### src/rtl/conv_pkg.sv
// -----------------------------------------------------------------------------
// conv_pkg
// Shared constants for the 5-tap convolution multiply-accumulate block.
//   DATA_W_DEF : signed width of each sample and weight
//   TAPS_DEF   : number of sample/weight pairs
//   OUT_W_DEF  : signed width of the accumulated dot product
//   PROD_W_DEF : width of one full-precision product (2*DATA_W)
// No ports; imported by conv_mult and conv_mac.
// -----------------------------------------------------------------------------
package conv_pkg;

   localparam int DATA_W_DEF = 8;
   localparam int TAPS_DEF   = 5;
   localparam int OUT_W_DEF  = 19;
   localparam int PROD_W_DEF = 2 * DATA_W_DEF;

endpackage : conv_pkg

### src/rtl/conv_mult.sv
// -----------------------------------------------------------------------------
// conv_mult
// Purely combinational signed DATA_W x DATA_W multiplier, one per tap.
// Ports:
//   i_a : signed multiplicand (sample)
//   i_b : signed multiplier (weight)
//   o_p : signed full-precision product, PROD_W bits
// -----------------------------------------------------------------------------
module conv_mult
   import conv_pkg::*;
#(
   parameter int DATA_W = DATA_W_DEF,
   parameter int PROD_W = PROD_W_DEF
) (
   input  logic signed [DATA_W-1:0] i_a,
   input  logic signed [DATA_W-1:0] i_b,
   output logic signed [PROD_W-1:0] o_p
);

   // Operands are widened to the product width first so the multiply is done
   // at full precision; the low PROD_W bits of the sign-extended product are
   // exactly the true signed product.
   assign o_p = PROD_W'(i_a) * PROD_W'(i_b);

endmodule : conv_mult

### src/rtl/conv_mac.sv
// -----------------------------------------------------------------------------
// conv_mac
// Registered 5-tap signed dot product: out = sum(xi * wi), one-cycle latency,
// full precision, no saturation.
// Ports:
//   clk    : clock, all state updates on the rising edge
//   rst    : synchronous active-high reset, clears out, overrides en
//   en     : compute enable; when low, out holds its value
//   x0..x4 : signed samples
//   w0..w4 : signed weights (xi pairs only with wi)
//   out    : signed registered dot product, OUT_W bits
// -----------------------------------------------------------------------------
module conv_mac
   import conv_pkg::*;
#(
   parameter int DATA_W = DATA_W_DEF,
   parameter int TAPS   = TAPS_DEF,
   parameter int OUT_W  = OUT_W_DEF
) (
   input  logic                     clk,
   input  logic                     rst,
   input  logic                     en,
   input  logic signed [DATA_W-1:0] x0,
   input  logic signed [DATA_W-1:0] x1,
   input  logic signed [DATA_W-1:0] x2,
   input  logic signed [DATA_W-1:0] x3,
   input  logic signed [DATA_W-1:0] x4,
   input  logic signed [DATA_W-1:0] w0,
   input  logic signed [DATA_W-1:0] w1,
   input  logic signed [DATA_W-1:0] w2,
   input  logic signed [DATA_W-1:0] w3,
   input  logic signed [DATA_W-1:0] w4,
   output logic signed [OUT_W-1:0]  out
);

   localparam int PROD_W = 2 * DATA_W;

   logic signed [DATA_W-1:0] w_x    [TAPS];
   logic signed [DATA_W-1:0] w_w    [TAPS];
   logic signed [PROD_W-1:0] w_prod [TAPS];
   logic signed [OUT_W-1:0]  w_ext  [TAPS];

   logic signed [OUT_W-1:0]  w_sum01;
   logic signed [OUT_W-1:0]  w_sum23;
   logic signed [OUT_W-1:0]  w_sum0123;
   logic signed [OUT_W-1:0]  w_sum;

   logic signed [OUT_W-1:0]  r_out;

   assign w_x[0] = x0;
   assign w_x[1] = x1;
   assign w_x[2] = x2;
   assign w_x[3] = x3;
   assign w_x[4] = x4;

   assign w_w[0] = w0;
   assign w_w[1] = w1;
   assign w_w[2] = w2;
   assign w_w[3] = w3;
   assign w_w[4] = w4;

   for (genvar g = 0; g < TAPS; g++) begin : g_tap
      conv_mult #(
         .DATA_W (DATA_W),
         .PROD_W (PROD_W)
      ) u_mult (
         .i_a (w_x[g]),
         .i_b (w_w[g]),
         .o_p (w_prod[g])
      );

      // Sign-extend each product to the accumulator width before summing so
      // no partial sum can wrap.
      assign w_ext[g] = OUT_W'(w_prod[g]);
   end

   // Balanced adder tree; tap 4 joins at the last level.
   assign w_sum01   = w_ext[0] + w_ext[1];
   assign w_sum23   = w_ext[2] + w_ext[3];
   assign w_sum0123 = w_sum01 + w_sum23;
   assign w_sum     = w_sum0123 + w_ext[4];

   always_ff @(posedge clk) begin
      // NOTE: non-blocking assignment for registered state so every flop
      // samples pre-edge values regardless of block evaluation order.
      if (rst) begin
         r_out <= '0;
      end else if (en) begin
         r_out <= w_sum;
      end
   end

   assign out = r_out;

endmodule : conv_mac

### config.mk
export PLATFORM = sky130hd
export DESIGN_NAME = conv_mac
export DESIGN_NICKNAME = d
export VERILOG_FILES = /design/src/rtl/conv_pkg.sv /design/src/rtl/conv_mult.sv /design/src/rtl/conv_mac.sv
export SDC_FILE = /design/constraint.sdc
export NUM_CORES = 1
export LEC_CHECK = 0
export BUFFER_PORTS_ARGS = -buffer_cell sky130_fd_sc_hd__buf_2
export CAP_MARGIN = 30
export CORE_ASPECT_RATIO = 1.4
export CORE_MARGIN = 3
export CORE_UTILIZATION = 58
export CTS_CLUSTER_SIZE = 14
export DETAILED_ROUTE_END_ITERATION = 16
export PLACE_DENSITY = 0.84
export SYNTH_ARGS = -nofsm -noshare
export SYNTH_HDL_FRONTEND = slang
export SYNTH_SLANG_ARGS = --single-unit
### constraint.sdc
create_clock -name clk -period 7 [get_ports clk]
set_clock_uncertainty 0.1 [all_clocks]
set_input_delay 0.35 -clock clk [delete_from_list [all_inputs] [get_ports clk]]
set_output_delay 0.35 -clock clk [all_outputs]
set_load 0.02 [all_outputs]
# After elaboration in Yosys (flattened, before gate mapping)
# Cells that the tools add are included.
# totals
elab_cells	10
out_inout_bits	19
inputBits	83
register_bits	19
# op_classes
mul	5
n_addsub	4
# op_table
op	count
$mul A8 B8 Y16	5
$add A16 B16 Y17	2
$add A18 B16 Y19	1
$add A17 B17 Y18	1

# Longest topological paths before layout
# Gate-level depths: netlist of the first run.
# logic_depth
depth_word	4
depth_mapped	26
mapped_depth_nobuf	25

# Hierarchy
# From an unflattened synthesis of the first run, not the netlist that was laid out.
# unflattened
cells_unflattened	1806
hier_area_um2	15662.5
# modules_own_cells
mod	area_per_inst_um2	cells_per_inst	seq_area_each_um2	n_inst
conv_mult (g_tap[1].u_mult ...)	2511.2	284	0.0	3
conv_mac	3084.2	381	380.4	1
conv_mult (g_tap[0].u_mult)	2532.4	289	0.0	1
conv_mult (g_tap[4].u_mult)	2512.4	284	0.0	1

# Worst setup path before layout of the first run
# OpenSTA, ideal clock, no wires.
# synth_path
kind	input -> register
start	input port w4[0]
end	register r_out[15] (netlist: out[15])
setup_ps	130
slack_ps	264
t_required_ps	6770
n_path_buf	0
t_arrival_ps	6506
cell_stages	21
cell_sequence	and2_1 > fa_1 > inv_1 > fa_1 > inv_1 > fa_1 > inv_1 > fa_1 > fa_1 > inv_1 > fa_1 > fa_1 > fa_1 > fa_1 > ha_1 > nand4_1 > a21oi_2 > nor3_1 > o41ai_2 > xnor2_1 > o22ai_2
# synth_between
elab_chain_len	2
# synth_rtl
item	line	text
start: declaration	conv_mac.sv:32	input logic signed [DATA_W-1:0] w4,
$mul A8 B8 Y16	conv_mult.sv:23	assign o_p = PROD_W'(i_a) * PROD_W'(i_b);
$add A18 B16 Y19	conv_mac.sv:81	assign w_sum = w_sum0123 + w_ext[4];
end signal: assignment	conv_mac.sv:89	r_out <= w_sum;
end: declaration	conv_mac.sv:48	logic signed [OUT_W-1:0] r_out;
# Every way passes these cells.
# A chain may end at the register's enable or synchronous reset.

# Worst setup path after layout of the first run
# layout_path
start	input port x0[2]
end	register r_out[18] (netlist: out[18])
# layout_between
elab_chain_len	4
# layout_rtl
item	line	text
start: declaration	conv_mac.sv:23	input logic signed [DATA_W-1:0] x0,
$mul A8 B8 Y16	conv_mult.sv:23	
$add A16 B16 Y17	conv_mac.sv:78	assign w_sum01 = w_ext[0] + w_ext[1];
$add A17 B17 Y18	conv_mac.sv:80	assign w_sum0123 = w_sum01 + w_sum23;
$add A18 B16 Y19	conv_mac.sv:81	
# Every way passes these cells.

==> results of run 1 <==
-- worst max path at each step --
| stage | endpoint | slack (ns) | cells after the start |
|---|---|---|---|
| floorplan | out[15] | 0.26 | 21 |
| global placement | out[17] | 0.03 | 22 |
| detailed placement | out[17] | -0.14 | 22 |
| CTS | out[17] | 0.14 | 22 |
| global route | out[18] | 0.009 | 23 |
| finish | out[18] | 0.21 | 23 |
-- cell usage after synthesis, drive strengths merged, types with 2 or more instances --
library cell / count
xor2: 4
mux2i: 13
nand4: 3
nor2b: 2
o21a: 4
a211oi: 3
ha: 122
xnor2: 22
o22ai: 5
o21ai: 8
or3: 2
and2: 157
a21o: 3
nor2: 41
buf: 3
nor3: 3
fa: 416
inv: 523
a21oi: 11
nand2b: 21
dfxtp: 19
nor3b: 2
clkbuf: 6
nand3: 6
nand2: 129
-- area by class of cell --
class | count | share of cell area, %
Multi-Input combinational cell | 988 | 77.6
Inverter | 524 | 12.2
Timing Repair Buffer | 134 | 4.85
Tap cell | 315 | 2.45
Sequential cell | 19 | 2.37
Clock buffer | 4 | 0.491
Antenna cell | 1 | 0.0156
-- logic make-up after synthesis --
logic type / Yosys count
compound gates: 42
xor+xnor: 26
fa+ha+maj: 538
buf+inv: 533
flops: 19
mux: 13
simple gates: 369
-- cells in the final DEF, fill, tap and decap left out, drive strengths merged, types with 2 or more instances in the layout --
cell    synthesis  final
a211oi          3      3
a21o            3      3
a21oi          11     11
and2          157    157
buf             3    134
clkbuf          6      4
dfxtp          19     19
fa            416    416
ha            122    122
inv           523    523
mux2i          13     13
nand2         129    129
nand2b         21     21
nand3           6      6
nand4           3      3
nor2           41     41
nor2b           2      2
nor3            3      3
nor3b           2      2
o21a            4      4
o21ai           8      8
o22ai           5      5
or3             2      2
xnor2          22     22
xor2            4      4
-- critical path: stages --
cell	delay (ns)
sky130_fd_sc_hd__buf_2	0.19
sky130_fd_sc_hd__nand2_1	0.10
sky130_fd_sc_hd__fa_1	0.57
sky130_fd_sc_hd__inv_1	0.06
sky130_fd_sc_hd__fa_1	0.51
sky130_fd_sc_hd__inv_1	0.06
sky130_fd_sc_hd__fa_1	0.55
sky130_fd_sc_hd__fa_1	0.58
sky130_fd_sc_hd__inv_1	0.06
sky130_fd_sc_hd__fa_1	0.49
sky130_fd_sc_hd__fa_1	0.55
sky130_fd_sc_hd__inv_1	0.05
sky130_fd_sc_hd__fa_1	0.48
sky130_fd_sc_hd__inv_1	0.05
sky130_fd_sc_hd__fa_1	0.44
sky130_fd_sc_hd__ha_1	0.32
sky130_fd_sc_hd__ha_4	0.30
sky130_fd_sc_hd__o21ai_0	0.13
sky130_fd_sc_hd__o21a_1	0.24
sky130_fd_sc_hd__o22ai_2	0.19
sky130_fd_sc_hd__nand3_1	0.15
sky130_fd_sc_hd__a211o_1	0.31
sky130_fd_sc_hd__o311ai_1	0.08
-- metal layers --
layer,routed length (µm),up-vias
li1,-,4586
met1,12100,5302
met2,18000,308
met3,1510,81
met4,1140,0
met5,0,-
-- per-stage QoR --
stage | hold slack, ns | util (%) | cell area [µm²]
6_report | 0.388 | 64.6 | 16100
2_1_floorplan | 0.457 | - | 14800
4_1_cts | 0.388 | 64.4 | 16000
5_1_grt | 0.405 | 64.6 | 16100
3_3_place_gp | 0.371 | 64.1 | 15900
3_5_place_dp | 0.376 | 64.1 | 15900
-- timing repair --
item,CTS,global route
resized for setup,0,11
hold endpoints to repair,0,0
setup endpoints to repair,0,5
==> flow_metrics.py, run 1 <==
metrics = {
    "global_route": {
        "groute.layer.met1.usage_pct": 30.5,
        "grt_use_met2_pct": 47.3,
        "grt_usage_pct": 25.3,
        "grt_busiest_layer": "met2",
        "grt.met3_usage_pct": 2.51,
        "grt_start_max_net_pins": 27,
        "grt_antenna_before_repair": 1,
        "wire_length_of_the_first_global_routing_pass_um": 56200,
        "first_global_vias": 12094,
        "gr-total-overflow": 0,
    },
    "synthesis": {
        "post_synth_instance_area_um2": 14800,
        "synth_sequential_area_ratio_pct": 2.57,
        "synth_edf_count": 0,
        "syn-num-nets": 2161,
        "synthDominantCellAreaShare_pct": 56.3,
        "yosys_warns": 0,
        "synth_fa_ha_area_share_pct": 66.6,
        "synth-async-reset-ratio_pct": 0,
        "largest_family_of_logic_cells_by_synthesized_area": "adder cells",
        "post_synth_xor_area_fraction_pct": 1.54,
        "yosys.area_share.simple_pct": 12.7,
        "post_synth_main_area_contributors": "sky130_fd_sc_hd__fa_1, sky130_fd_sc_hd__inv_1, sky130_fd_sc_hd__ha_1, sky130_fd_sc_hd__and2_1, sky130_fd_sc_hd__nand2_1",
        "postSynthCellCount": 1540,
        "synthMuxAreaShare_pct": 0.880,
        "postSynthRegisterBits": 19,
        "syn-mean-instance-area_um2": 9.60,
        "synth-main-ff-cell": "sky130_fd_sc_hd__dfxtp_1",
        "yosys.area.top_type": "sky130_fd_sc_hd__fa_1",
        "synth_compound_area_share_pct": 2.06,
        "yosysUniqueCellTypes": 43,
    },
    "floorplan": {
        "ioPinCount": 102,
        "core_area_um2": 24800,
        "fp.dieW_um": 141,
        "floorplan.rows": 68,
        "floorplan.die.height_um": 195,
        "fp.dieArea_um2": 27500,
        "floorplan.initialDensity_pct": 59.5,
    },
    "clocking": {
        "clk_latency_ns": 0.25,
        "cts_hold_buf": 0,
        "ctsLongestPathBuffers": 2,
        "clk_sinks": 19,
        "cts.reportedPaths.clkPinSlew_ns": 0.05,
        "clock_tree.htree_level_count": 1,
        "cts.root.buffer_cell": "sky130_fd_sc_hd__clkbuf_16",
        "number_of_cts_inserted_buffers": 3,
        "tritoncts": "yes",
        "postCtsSetupRepairBufs": 0,
    },
    "critical_path": {
        "cp_data_required_time_ns": 7.06,
        "crit_type": "input port to register",
        "internal_reg_to_reg_setup_slack_ns": 6.15,
        "worstPathArrival_ns": 6.85,
        "critical_path.reg2reg.endpoint": "out[16]",
        "cp-startpoint": "x0[2]",
        "endpoint_kind": "register",
        "startpoint_type": "input port",
        "worstReg2RegStart": "out[16]",
        "critPathMaxFanout": 8,
        "worst-r2r-cell-count": 3,
    },
    "run_status": {
        "outcome": "complete, no violations",
    },
    "route": {
        "routed-via-count": 10277,
        "route.detailed.drc": 0,
        "wl_per_cell_um": 16.5,
        "drt_iter0_markers": 437,
        "drtPass1Iterations": 5,
        "postRouteAntennaNets": 0,
        "routed_via_density": 5.18,
        "postRouteWirelength_um": 32700,
    },
    "sta": {
        "tightestPinTransition_ns": 0.526,
        "layout_setup_ws_ns": 0.210,
        "final_min_period_over_clock_period_pct": 97.0,
        "fin_tns_setup_ns": 0,
        "max_clock_freq_ghz": 0.147,
        "timing.final.crit_period_ns": 6.79,
        "timing.max_slew.rel_slack_pct": 64.9,
        "setup_viol_count_final": 0,
        "count_of_final_max_slew_check_failures": 0,
        "rsz0062_at_grt": "no",
        "hold_violations": 0,
    },
    "hold_path": {
        "hold_end": "out[5]",
        "hold_path_start": "out[5]",
        "min_path_cells": 2,
        "timing.hold.worst.class": "register to register",
    },
    "layout": {
        "layout.area.seq_um2": 380,
        "layout-drive-gt1-share_pct": 9.05,
        "syn_to_layout_area_delta_pct": 8.59,
        "nFillCells": 1942,
        "multi_input_comb_area_um2": 12500,
        "final_instance_count_excl_fillers": 1985,
        "largest_register_ffs": 19,
        "net_count_reported_at_finish": 2291,
    },
    "placement": {
        "place.gp.congestion": 0.943,
        "hpwl_um": 31000,
        "placed_cells": 1980,
        "place_worst_setup_slack_ns": -0.141,
        "placement.io_buffers": 101,
    },
    "run": {
        "max_cap_viol_count": 0,
    },
}
Power of run 1 is left out: the tool's default activity adds up to more than one toggle a clock period on the data nets, which glitch-free logic cannot reach.
==> inputs of run 2 (changes only) <==
--- a/config.mk
+++ b/config.mk
@@ -5,14 +5,15 @@
 export SDC_FILE = /design/constraint.sdc
 export NUM_CORES = 1
 export LEC_CHECK = 0
+export ABC_AREA = 0
 export BUFFER_PORTS_ARGS = -buffer_cell sky130_fd_sc_hd__buf_2
 export CAP_MARGIN = 30
 export CORE_ASPECT_RATIO = 1.4
 export CORE_MARGIN = 3
-export CORE_UTILIZATION = 58
+export CORE_UTILIZATION = 45
 export CTS_CLUSTER_SIZE = 14
 export DETAILED_ROUTE_END_ITERATION = 16
-export PLACE_DENSITY = 0.84
+export PLACE_DENSITY = 0.69
 export SYNTH_ARGS = -nofsm -noshare
 export SYNTH_HDL_FRONTEND = slang
 export SYNTH_SLANG_ARGS = --single-unit
==> run 2 against run 1 <==
Against the previous run: die area increased by 28%; hold slack got worse by 0.0029 ns; flip-flop and latch count stayed put; clock-buffer cell count is 1 lower; via count fell by 2.4%; core utilization down 14 points; critical path type unchanged; largest cell class unchanged.
==> flow_metrics.py, run 2 (synthesis results as in run 1) <==
metrics = {
    "clocking": {
        "clk_sinks": 19,
        "postCtsSetupRepairBufs": 0,
        "number_of_cts_inserted_buffers": 3,
        "tritoncts": "yes",
        "cts.reportedPaths.clkPinSlew_ns": 0.06,
        "clock_tree.htree_level_count": 1,
        "ctsLongestPathBuffers": 2,
        "clk_latency_ns": 0.25,
        "cts.root.buffer_cell": "sky130_fd_sc_hd__clkbuf_16",
    },
    "global_route": {
        "wire_length_of_the_first_global_routing_pass_um": 57200,
        "grt_antenna_before_repair": 1,
        "grt_start_max_net_pins": 27,
        "grt_usage_pct": 20.0,
        "gr-total-overflow": 0,
        "first_global_vias": 11793,
    },
    "sta": {
        "tightestPinTransition_ns": 0.538,
        "fin_hold_ws_ns": 0.385,
        "setup_viol_count_final": 0,
        "hold_violations": 0,
        "max_clock_freq_ghz": 0.148,
        "timing.max_slew.rel_slack_pct": 64.1,
        "count_of_final_max_slew_check_failures": 0,
        "final_min_period_over_clock_period_pct": 96.5,
        "timing.final.crit_period_ns": 6.75,
        "rsz0062_at_grt": "no",
    },
    "layout": {
        "layout-drive-gt1-share_pct": 9.64,
        "final_core_util_pct": 50.9,
        "nFillCells": 3017,
        "antenna-diode-count": 0,
        "largest_register_ffs": 19,
        "multi_input_comb_area_um2": 12400,
        "mostFrequentLayoutCells": "sky130_fd_sc_hd__inv_1, sky130_fd_sc_hd__fa_1, sky130_fd_sc_hd__and2_1",
        "net_count_reported_at_finish": 2303,
        "final_cell_area_um2": 16300,
        "layout.area.seq_um2": 380,
        "syn_to_layout_area_delta_pct": 10.1,
        "mostFrequentLayoutCell": "sky130_fd_sc_hd__inv_1",
    },
    "critical_path": {
        "critPathMaxFanout": 7,
        "cp-startpoint": "w0[4]",
        "worstPathArrival_ns": 6.81,
        "worstReg2RegStart": "out[18]",
        "worst-r2r-cell-count": 2,
        "critical_path.reg2reg.endpoint": "out[18]",
        "setup.worst_path.end": "out[18]",
        "crit_type": "input port to register",
        "internal_reg_to_reg_setup_slack_ns": 6.13,
        "startpoint_type": "input port",
        "cp_data_required_time_ns": 7.05,
        "endpoint_kind": "register",
    },
    "route": {
        "wl_per_cell_um": 15.4,
        "routed_via_density": 4.74,
        "route.detailed.drc": 0,
        "postRouteWirelength_um": 32600,
        "drt_iter0_markers": 385,
        "routed-via-count": 10027,
        "postRouteAntennaNets": 0,
        "drtPass1Iterations": 4,
    },
    "run_status": {
        "outcome": "complete, no violations",
    },
    "placement": {
        "placedInstanceArea_um2": 16200,
        "place.gp.congestion": 0.952,
        "placement.io_buffers": 101,
        "hpwl_um": 31500,
    },
    "floorplan": {
        "ioPinCount": 102,
        "core_area_um2": 32000,
        "fp.dieW_um": 159,
        "fp.dieArea_um2": 35100,
        "floorplan.die.height_um": 220,
        "floorplan.initialDensity_pct": 46.2,
        "floorplan.rows": 77,
    },
    "run": {
        "max_cap_viol_count": 0,
    },
    "hold_path": {
        "timing.hold.worst.class": "register to register",
    },
}
[run 2: cell types whose count changed in the layout (fill, tap and decap cells not counted), sizes merged]
cell | previous run | this run
buf | 134 | 146
clkbuf | 4 | 3
clkinv | 1 | 2
diode | 1 | 0
[run 2: worst min path at each step]
stage,end,startpoint,depth (start not counted)
6_report,out[6],out[6],2
5_1_grt,out[5],out[5],2
4_1_cts,out[5],out[5],2
3_3_place_gp,out[6],out[6],2
2_1_floorplan,out[12],out[12],2
3_5_place_dp,out[6],out[6],2
[run 2: stage by stage]
step	TNS (ns)	setup WS, ns	cells
after floorplan	0	0.264	1540
after global placement	0	0.0119	2111
after detailed placement	-0.192	-0.0925	2111
after CTS	0	0.199	2115
after global routing	0	0.00325	2115
final	0	0.245	2115
[run 2: what timing repair did]
item	in CTS	in global routing
resized for setup	0	8
setup endpoints to repair	0	2
hold buffers	0	0
[run 2: cell type report]
cell class	instances	share of cell area, %
repair buffers	146	5.48
inverters	524	12.1
flip-flops and latches	19	2.34
multi-input cells	988	76.3
well taps	434	3.33
clock buffers	3	0.461
clock inverters	1	0.0307
[run 2: worst max-delay path, stage by stage]
cell and delay, ns:
sky130_fd_sc_hd__buf_2 0.15, sky130_fd_sc_hd__and2_1 0.19, sky130_fd_sc_hd__fa_1 0.54, sky130_fd_sc_hd__inv_1 0.05, sky130_fd_sc_hd__fa_1 0.51, sky130_fd_sc_hd__inv_1 0.06, sky130_fd_sc_hd__fa_1 0.54, sky130_fd_sc_hd__inv_1 0.08
sky130_fd_sc_hd__fa_1 0.45, sky130_fd_sc_hd__fa_1 0.54, sky130_fd_sc_hd__inv_1 0.05, sky130_fd_sc_hd__fa_1 0.55, sky130_fd_sc_hd__fa_1 0.43, sky130_fd_sc_hd__fa_1 0.47, sky130_fd_sc_hd__fa_1 0.38, sky130_fd_sc_hd__ha_2 0.41
sky130_fd_sc_hd__o2111a_1 0.22, sky130_fd_sc_hd__o211ai_1 0.11, sky130_fd_sc_hd__o22ai_2 0.20, sky130_fd_sc_hd__nand3_1 0.13, sky130_fd_sc_hd__a211o_1 0.30, sky130_fd_sc_hd__o311ai_1 0.09
[run 2: metal layers]
metal | routed length [µm] | vias up | GRT usage (%)
met4 | 761 | 2 | 4.20
met5 | 12 | - | 0
li1 | - | 4599 | -
met2 | 17700 | 221 | 38.7
met3 | 1050 | 60 | 1.63
met1 | 13100 | 5145 | 24.6
Power of run 2 is left out for the same reason.
==> inputs of run 3 (changes only) <==
--- a/config.mk
+++ b/config.mk
@@ -11,9 +11,11 @@
 export CORE_ASPECT_RATIO = 1.4
 export CORE_MARGIN = 3
 export CORE_UTILIZATION = 45
+export CTS_BUF_LIST = sky130_fd_sc_hd__clkbuf_4
 export CTS_CLUSTER_SIZE = 14
 export DETAILED_ROUTE_END_ITERATION = 16
 export PLACE_DENSITY = 0.69
+export SKIP_CTS_REPAIR_TIMING = 1
 export SYNTH_ARGS = -nofsm -noshare
 export SYNTH_HDL_FRONTEND = slang
 export SYNTH_SLANG_ARGS = --single-unit
==> run 3 against run 2 <==
Against the previous run: critical endpoint unchanged; fmax up 0.46%; flip-flop and latch count stayed put; design area decreased by 0.46%.
==> flow_metrics.py, run 3 (synthesis results as in run 1) <==
metrics = {
    "floorplan": {
        "ioPinCount": 102,
        "floorplan.rows": 77,
        "fp.dieArea_um2": 35100,
        "core_area_um2": 32000,
        "floorplan.die.height_um": 220,
        "fp.dieW_um": 159,
        "floorplan.initialDensity_pct": 46.2,
    },
    "layout": {
        "mostFrequentLayoutCells": "sky130_fd_sc_hd__inv_1, sky130_fd_sc_hd__fa_1, sky130_fd_sc_hd__and2_1",
        "syn_to_layout_area_delta_pct": 9.64,
        "net_count_reported_at_finish": 2303,
        "largest_register_ffs": 19,
        "antenna-diode-count": 0,
        "mostFrequentLayoutCell": "sky130_fd_sc_hd__inv_1",
        "layout-drive-gt1-share_pct": 9.34,
        "nFillCells": 3029,
    },
    "route": {
        "postRouteWirelength_um": 32600,
        "routed_via_density": 4.74,
        "route.detailed.drc": 0,
        "drtPass1Iterations": 5,
        "routed-via-count": 10024,
        "wl_per_cell_um": 15.4,
        "drt_iter0_markers": 383,
        "postRouteAntennaNets": 0,
    },
    "sta": {
        "setup_viol_count_final": 0,
        "count_of_final_max_slew_check_failures": 0,
        "tightestPinTransition_ns": 0.554,
        "fin_hold_ws_ns": 0.338,
        "max_clock_freq_ghz": 0.149,
        "final_min_period_over_clock_period_pct": 96.1,
        "timing.max_slew.rel_slack_pct": 63.1,
        "fin_tns_setup_ns": 0,
        "hold_violations": 0,
        "timing.final.crit_period_ns": 6.72,
        "rsz0062_at_grt": "no",
    },
    "placement": {
        "place.gp.congestion": 0.952,
        "placement.io_buffers": 101,
        "hpwl_um": 31500,
    },
    "critical_path": {
        "worstReg2RegStart": "out[18]",
        "cp-startpoint": "w4[0]",
        "crit_type": "input port to register",
        "setup.worst_path.end": "out[18]",
        "worst-r2r-cell-count": 2,
        "cp_data_required_time_ns": 7.11,
        "critical_path.reg2reg.endpoint": "out[18]",
        "internal_reg_to_reg_setup_slack_ns": 6.12,
        "critPathMaxFanout": 6,
        "endpoint_kind": "register",
        "worstPathArrival_ns": 6.83,
        "startpoint_type": "input port",
    },
    "global_route": {
        "first_global_vias": 11795,
        "grt_usage_pct": 20.0,
        "grt_antenna_before_repair": 1,
        "wire_length_of_the_first_global_routing_pass_um": 57200,
        "grt_start_max_net_pins": 27,
        "gr-total-overflow": 0,
    },
    "clocking": {
        "cts.reportedPaths.clkPinSlew_ns": 0.11,
        "number_of_cts_inserted_buffers": 3,
        "cts.root.buffer_cell": "sky130_fd_sc_hd__clkbuf_4",
        "tritoncts": "yes",
        "clk_sinks": 19,
        "ctsLongestPathBuffers": 2,
        "clk_latency_ns": 0.30,
        "clock_tree.htree_level_count": 1,
    },
    "hold_path": {
        "timing.hold.worst.class": "input port to register",
    },
    "run_status": {
        "outcome": "complete, no violations",
    },
    "run": {
        "max_cap_viol_count": 0,
    },
}
## run 3: cell type report
type	count	area, µm²	share of cell area, %
flip-flops and latches	19	380	2.35
clock buffers	3	22.5	0.139
inverters	524	1970	12.1
repair buffers	146	893	5.51
clock inverters	1	5.00	0.0309
well taps	434	543	3.35
multi-input cells	988	12400	76.5
## run 3: worst min path at each step
stage          startpoint      end  slack [ns]  depth (start not counted)
2_1_floorplan     out[12]  out[12]        0.46                          2
3_3_place_gp       out[6]   out[6]        0.37                          2
3_5_place_dp       out[6]   out[6]        0.38                          2
4_1_cts               rst  out[14]        0.33                          2
5_1_grt               rst  out[11]        0.35                          2
6_report              rst  out[14]        0.34                          2
## run 3: through the flow
stage                     cell area [µm²]  utilization [%]  std cells  setup slack, ns
after detailed placement            16200             50.6       2111          -0.0925
after global placement              16200             50.6       2111           0.0119
after floorplan                     14800                -       1540            0.264
after CTS                           16200             50.7       2115            0.263
after global routing                16200             50.7       2115           0.0203
final                               16200             50.7       2115            0.276
## run 3: critical path, cell delays in order
cell and delay (ns):
sky130_fd_sc_hd__buf_2 0.10, sky130_fd_sc_hd__and2_1 0.24, sky130_fd_sc_hd__fa_1 0.57, sky130_fd_sc_hd__inv_1 0.07
sky130_fd_sc_hd__fa_1 0.53, sky130_fd_sc_hd__inv_1 0.05, sky130_fd_sc_hd__fa_1 0.48, sky130_fd_sc_hd__inv_1 0.08
sky130_fd_sc_hd__fa_1 0.45, sky130_fd_sc_hd__fa_1 0.54, sky130_fd_sc_hd__inv_1 0.05, sky130_fd_sc_hd__fa_1 0.55
sky130_fd_sc_hd__fa_1 0.43, sky130_fd_sc_hd__fa_1 0.47, sky130_fd_sc_hd__fa_1 0.38, sky130_fd_sc_hd__ha_1 0.43
sky130_fd_sc_hd__o2111a_1 0.24, sky130_fd_sc_hd__o211ai_1 0.11, sky130_fd_sc_hd__o22ai_2 0.18, sky130_fd_sc_hd__nand3_1 0.13
sky130_fd_sc_hd__a211o_1 0.30, sky130_fd_sc_hd__o311ai_1 0.09
## run 3: routing by layer
layer	part of all wire (%)	track usage (%)	vias up
met5	0.037	0	-
met4	2.3	4.20	2
met3	3.4	1.63	62
met2	54	38.7	241
met1	40	24.6	5117
li1	-	-	4602
Power of run 3 is left out for the same reason.
